[config.mk]
export PLATFORM = sky130hd
export DESIGN_NAME = simple_mem
export DESIGN_NICKNAME = d
export VERILOG_FILES = /design/src/rtl/simple_mem_pkg.sv /design/src/rtl/simple_mem_array.sv /design/src/rtl/simple_mem.sv
export SDC_FILE = /design/constraint.sdc
export NUM_CORES = 1
export LEC_CHECK = 0
export CAP_MARGIN = 20
export CELL_PAD_IN_SITES_DETAIL_PLACEMENT = 0
export CELL_PAD_IN_SITES_GLOBAL_PLACEMENT = 1
export CORE_MARGIN = 5
export CORE_UTILIZATION = 45
export CTS_CLUSTER_DIAMETER = 40
export CTS_CLUSTER_SIZE = 16
export DETAILED_ROUTE_END_ITERATION = 10
export GPL_TIMING_DRIVEN = 0
export PLACE_DENSITY = 0.85
export SLEW_MARGIN = 40
export SYNTH_ARGS = -nofsm -noshare
export SYNTH_HDL_FRONTEND = slang
export SYNTH_SLANG_ARGS = --single-unit
[constraint.sdc]
create_clock -name clk -period 1 [get_ports clk]
set_clock_uncertainty 0.05 [all_clocks]
set_input_delay 0.15 -clock clk [delete_from_list [all_inputs] [get_ports clk]]
set_output_delay 0.15 -clock clk [all_outputs]
set_load 0.02 [all_outputs]
[src/rtl/simple_mem_pkg.sv]
// Shared constants and types for the simple_mem register-file memory.
package simple_mem_pkg;

  localparam int unsigned ADDR_WIDTH = 2;
  localparam int unsigned DATA_WIDTH = 8;
  localparam int unsigned DEPTH      = 1 << ADDR_WIDTH;

  typedef logic [ADDR_WIDTH-1:0] addr_t;
  typedef logic [DATA_WIDTH-1:0] data_t;

  localparam data_t RESET_VAL = DATA_WIDTH'(8'hFF);

endpackage : simple_mem_pkg

[src/rtl/simple_mem_array.sv]
// Storage array for simple_mem: write port plus combinational read of current contents.
module simple_mem_array
  import simple_mem_pkg::*;
(
  input  logic  clk,
  input  logic  reset,
  input  logic  we_i,
  input  addr_t addr_i,
  input  data_t wdata_i,
  output data_t rd_data_c_o
);

  data_t mem_q [DEPTH];
  data_t mem_d [DEPTH];

  // Next-state contents: only the addressed word changes on a write.
  always_comb begin
    for (int i = 0; i < int'(DEPTH); i++) begin
      mem_d[i] = mem_q[i];
    end
    if (we_i) begin
      mem_d[addr_i] = wdata_i;
    end
  end

  always_ff @(posedge clk or negedge reset) begin
    if (!reset) begin
      for (int i = 0; i < int'(DEPTH); i++) begin
        mem_q[i] <= RESET_VAL;
      end
    end else begin
      for (int i = 0; i < int'(DEPTH); i++) begin
        mem_q[i] <= mem_d[i];
      end
    end
  end

  // Reads see pre-edge contents, giving read-before-write on a shared address.
  assign rd_data_c_o = mem_q[addr_i];

endmodule : simple_mem_array

[src/rtl/simple_mem.sv]
// Single-port register-file memory with independent write/read enables and registered read data.
module simple_mem
  import simple_mem_pkg::*;
(
  input  logic  clk,
  input  logic  reset,
  input  addr_t addr,
  input  logic  wr_en,
  input  logic  rd_en,
  input  data_t wdata,
  output data_t rdata
);

  data_t rd_data_c;
  data_t rdata_q;
  data_t rdata_d;

  simple_mem_array u_array (
    .clk         (clk),
    .reset       (reset),
    .we_i        (wr_en),
    .addr_i      (addr),
    .wdata_i     (wdata),
    .rd_data_c_o (rd_data_c)
  );

  // Read data holds its last value when no read is issued.
  always_comb begin
    rdata_d = rdata_q;
    if (rd_en) begin
      rdata_d = rd_data_c;
    end
  end

  always_ff @(posedge clk or negedge reset) begin
    if (!reset) begin
      rdata_q <= '0;
    end else begin
      rdata_q <= rdata_d;
    end
  end

  assign rdata = rdata_q;

endmodule : simple_mem

## Word-level counts from Yosys, hierarchy flattened

Cells that the tools add are included.

| word-level totals | value |
|---|---|
| output and inout port bits | 8 |
| logic and storage cells | 15 |
| input bits | 14 |
| register bits | 40 |

| operators by class | value |
|---|---|
| order comparisons | 2 |
| bitwise operators | 1 |
| reduce and logical (&&, ||, !) cells | 1 |
| multiplexer cells | 6 |

Operator list:

| operator | count |
|---|---|
| 32-bit bitwise mux | 1 |
| 8-bit two-way mux | 3 |
| 8-bit binary-select mux with 2-bit select | 1 |
| 8-bit demux with 2-bit select | 1 |
| 3-bit >= comparator (second input constant) | 1 |
| 3-bit by 1-bit < comparator with 1-bit output (second input constant) | 1 |
| 2-bit inverter with 3-bit output | 1 |
| 1-bit logical AND | 1 |

## Depth between registers and ports, before layout

| logic depth | value |
|---|---|
| word-level depth | 6 |
| mapped depth | 4 |
| depth with buffers taken out | 2 |

## Hierarchy

From an unflattened synthesis, not the netlist that was laid out.

| unflattened totals | value |
|---|---|
| cells, all modules | 95 |
| area, all modules | 1794.2 um2 |

Modules (own cells, without submodules):

| module | cells each | times used | area an instance (um2) | seq. area each (um2) |
|---|---|---|---|---|
| simple_mem_array | 78 | 1 | 1462.7 | 840.8 |
| simple_mem | 17 | 1 | 331.6 | 200.2 |

## Least setup slack after synthesis

Ideal clock, no wire load.

| path | value |
|---|---|
| path type | input port to flip-flop |
| from | input port addr[1] |
| to | register u_array.mem_q[24] (netlist bit) |
| buffers on the path | 1 |
| arrival time | 1009 ps |
| cell stages on the path | 3 |
| setup time | 82 ps |
| required time | 868 ps |
| slack | -141 ps |
| path through | buf_2 nor3b_4 mux2_2 |

| on the way | value |
|---|---|
| cells in the longest elaborated chain, start to end | 6 |
| elaborated cells between the ends (all ways) | 7 |
| those cells by class | 2 x order compare; 3 x mux; 1 x bitwise; 1 x reduce/logical |

RTL lines:

| item | line | RTL |
|---|---|---|
| start: declaration | simple_mem.sv:7 | `input addr_t addr,` |
| 2-bit inverter with 3-bit output (not written as such) * | simple_mem_array.sv:22 | `mem_d[addr_i] = wdata_i;` |
| 3-bit >= comparator (not written as such) or 3-bit by 1-bit < comparator with 1-bit output (tied branches) | simple_mem_array.sv:22 |  |
| 1-bit logical AND (not written as such) | simple_mem_array.sv:22 |  |
| 8-bit two-way mux (not written as such) | simple_mem_array.sv:22 |  |
| 8-bit demux with 2-bit select * | simple_mem_array.sv:22 |  |
| 32-bit bitwise mux * | simple_mem_array.sv:22 |  |
| end signal: indexed assignment | simple_mem_array.sv:33 | `mem_q[i] <= mem_d[i];` |
| end: declaration | simple_mem_array.sv:13 | `data_t mem_q [DEPTH];` |

Mark *: on every way between the ends. The rest lies on a longest branch, timed or not.
A chain may end at the register's enable or synchronous reset.

## Final worst setup path

| path | value |
|---|---|
| from | register rdata_q[2] (netlist: rdata[2]) |
| to | output port rdata[2] |

RTL lines:

| item | line | RTL |
|---|---|---|
| start: declaration | simple_mem.sv:15 | `data_t rdata_q;` |
| start signal: assignment | simple_mem.sv:39 | `rdata_q <= rdata_d;` |
| end: declaration | simple_mem.sv:11 | `output data_t rdata` |

No word-level cell between the ends.

==> impl_results.md <==
- Switching power: 0.00110 W
- PortBufs: 20
- Top delay family on crit path: flip-flops
- Crit Path Category: flop to output port
- Grt ovf: 0
- Switching portion of total power: 0.244
- Commonest non-fill, non-tap cell in the layout: dfstp_2
- WL/cell: 17.6 um
- Nets: 165
- Placer Congestion: 0.736
- Post-synthesis cell type count: 13
- Max Fanout on Critical Path: 2
- Power, Total: 0.00452 W
- R2R setup slack: 0.06 ns
- RSZ-0062 raised after global routing: yes
- Area Overhead vs Synth: 29.9%
- Top cells by area, synth: dfstp_2, mux2_2, dfrtp_1
- Total CTS buffers: 5
- Measured slew at the worst slew-check pin: 0.407 ns
- Commonest cells after routing, fill and taps aside: dfstp_2, mux2_2, mux2i_1
- Seq cells post-synth: 40
- Cell Chain, Critical Path: buf_6
- Yosys top cell area share: 0.474
- Crit path launch type: flop
- Relative slew slack: 0.729
- Reg-to-Reg End: rdata[5]
- Hold Path Class: primary input to async pin
- Cell area power density: 1960 mW/mm2
- Clock sinks: 40
- Area leader, netlist: dfstp_2
- Worst-path clk slew: 0.08 ns
- Remaining DRCs: 0
- Mean Syn Cell Area: 15.6 um2
- First-pass DRT Iterations: 4
- Largest net degree at the start of global routing: 22
- Post-synthesis sequential area ratio: 0.587
- Top-level port count: 22
- Failing checks: negative setup slack
- Clock power frac: 0.284
- # Max-Cap Violations: 0
- Number of global-route vias before repair: 1178
- Largest family of logic cells by synthesized area: multiplexers
- Post-Synthesis Cells: 114
- Die Width: 72.8 um
- Area of the die: 0.00530 mm2
- WP data required: 0.80 ns
- Core Region: 0.00374 mm2
- Global-route wire length before repair: 6050 um
- Die Span Y: 72.8 um
- CTS tree: yes
- Routed wire length: 3520 um
- Fmax: 0.969 GHz
- Synthesized area: 0.00177 mm2
- Final worst path period need: 1.03 ns
- Max clock buf depth: 2
- Critical path depth: 1
- HPWL Detailed: 2380 um
- CP max stage delay: 0.40 ns
- Initial antenna violation count: 0
- Syn nets: 128
- Fin. max-slew vios: 0
- Yosys warning total: 0
- Simple-gate portion of the synthesized area: 0.0628
- Final Hold Fails: 0
- Period utilization: 1.03
- Static Leakage: 0.979 nW
- Hold_ws: 0.250 ns
- Clk Latency, worst-skew pair: 0.30 ns
- Setup ws final: -0.0319 ns
- Area share of fa/ha/maj cells after synthesis: 0
- CTS Root Cell: clkbuf_8
- Maximum vdd drop: 1.76 mV
- Worst r2r src: u_array.mem_q[29]
- Htree depth: 2
- CP max stage cell: dfrtp_1
- Drt via density: 5.33
- CP startpoint: rdata[2]
- WP data arrival: 0.83 ns
- Worst reg2reg path depth: 2
- Outcome: finished with violations
- ANT cells: 0
- Starting Density: 0.474
- Combinational Power Share: 0.211
- CP endpoint kind: output port
- Total track usage: 0.156
- Post-synthesis compound-gate area fraction: 0.0395
- Multiplexer area fraction after synthesis: 0.293
- Layout cells sized above 1: 0.671
- Vias: 1065
- P_int: 0.00342 W
- Initial DRC count: 38
- Xor/xnor cell area share of the yosys netlist: 0
- Critical path destination: rdata[2]
- Row cnt: 22
- CP bufs+invs: 1
- Routed Antenna Nets: 0
- Final setup viols: 8
- Seq pwr share: 0.504
[routing by layer]
layer	up-vias	share of wire	GRT usage
met5	-	0	0
met3	2	0.036	0.0468
met2	17	0.50	0.249
met1	548	0.46	0.196
li1	498	-	-
met4	0	0.0091	0.0615
[what timing repair did]
item	in CTS	in global routing
endpoints found under the hold margin	3	0
hold buffers	1	0
resized for setup	61	5
pin swaps	0	0
endpoints found under the setup margin	48	46
buffers inserted	9	0
[sequential cells by signal (all words and copies together), names as in the netlist]
signal / flops
u_array.mem_q: 32
rdata: 8
[through the flow]
step,TNS (ns),worst slack [ns],utilization,area (um2),cells
2_1_floorplan,-0.764,-0.0972,-,1790,114
3_3_place_gp,-62.01,-1.12,0.547,2050,182
3_5_place_dp,-29.26,-0.812,0.553,2070,183
4_1_cts,-0.227,-0.0410,0.615,2300,200
5_1_grt,-0.403,-0.0666,0.616,2300,200
6_report,-0.142,-0.0319,0.616,2300,200
[synth_stat cells, drive strengths merged]
master,count
o221ai,8
nand2,1
nand3b,2
dfstp,32
dfrtp,8
nand3,1
mux2,32
nand2b,9
buf,3
mux2i,16
clkbuf,1
nor3b,1
[layout make-up]
cell class | count | area [um2]
clock buffers | 6 | 72.6
plain buffers | 3 | 41.3
clock inverters | 2 | 35.0
repair buffers | 31 | 315
fillers | 305 | 1440
well taps | 48 | 60.1
flip-flops and latches | 40 | 1040
multi-input cells | 70 | 739
[power by group through the flow]
stage	logic [W]	clock network, W	registers, W
5_1_grt	0.00104	0.00140	0.00232
2_1_floorplan	0.000457	0	0.00233
3_3_place_gp	0.000824	0	0.00227
3_5_place_dp	0.000868	0	0.00229
6_report	0.000955	0.00129	0.00228
4_1_cts	0.000969	0.00131	0.00228
[how the worst min path moves through the flow]
stage / start / endpoint
floorplan: reset / rdata[0]
global placement: rdata[1] / rdata[1]
detailed placement: reset / rdata[1]
CTS: addr[1] / rdata[2]
global route: addr[1] / rdata[2]
finish: reset / rdata[2]
[kinds of logic after synthesis]
| logic type | after synthesis |
|---|---|
| buffers and inverters | 4 |
| DFF | 40 |
| AOI/OAI and AO/OA | 8 |
| muxes | 48 |
| and+or+nand+nor | 14 |
(Power assumes the default switching activity.)
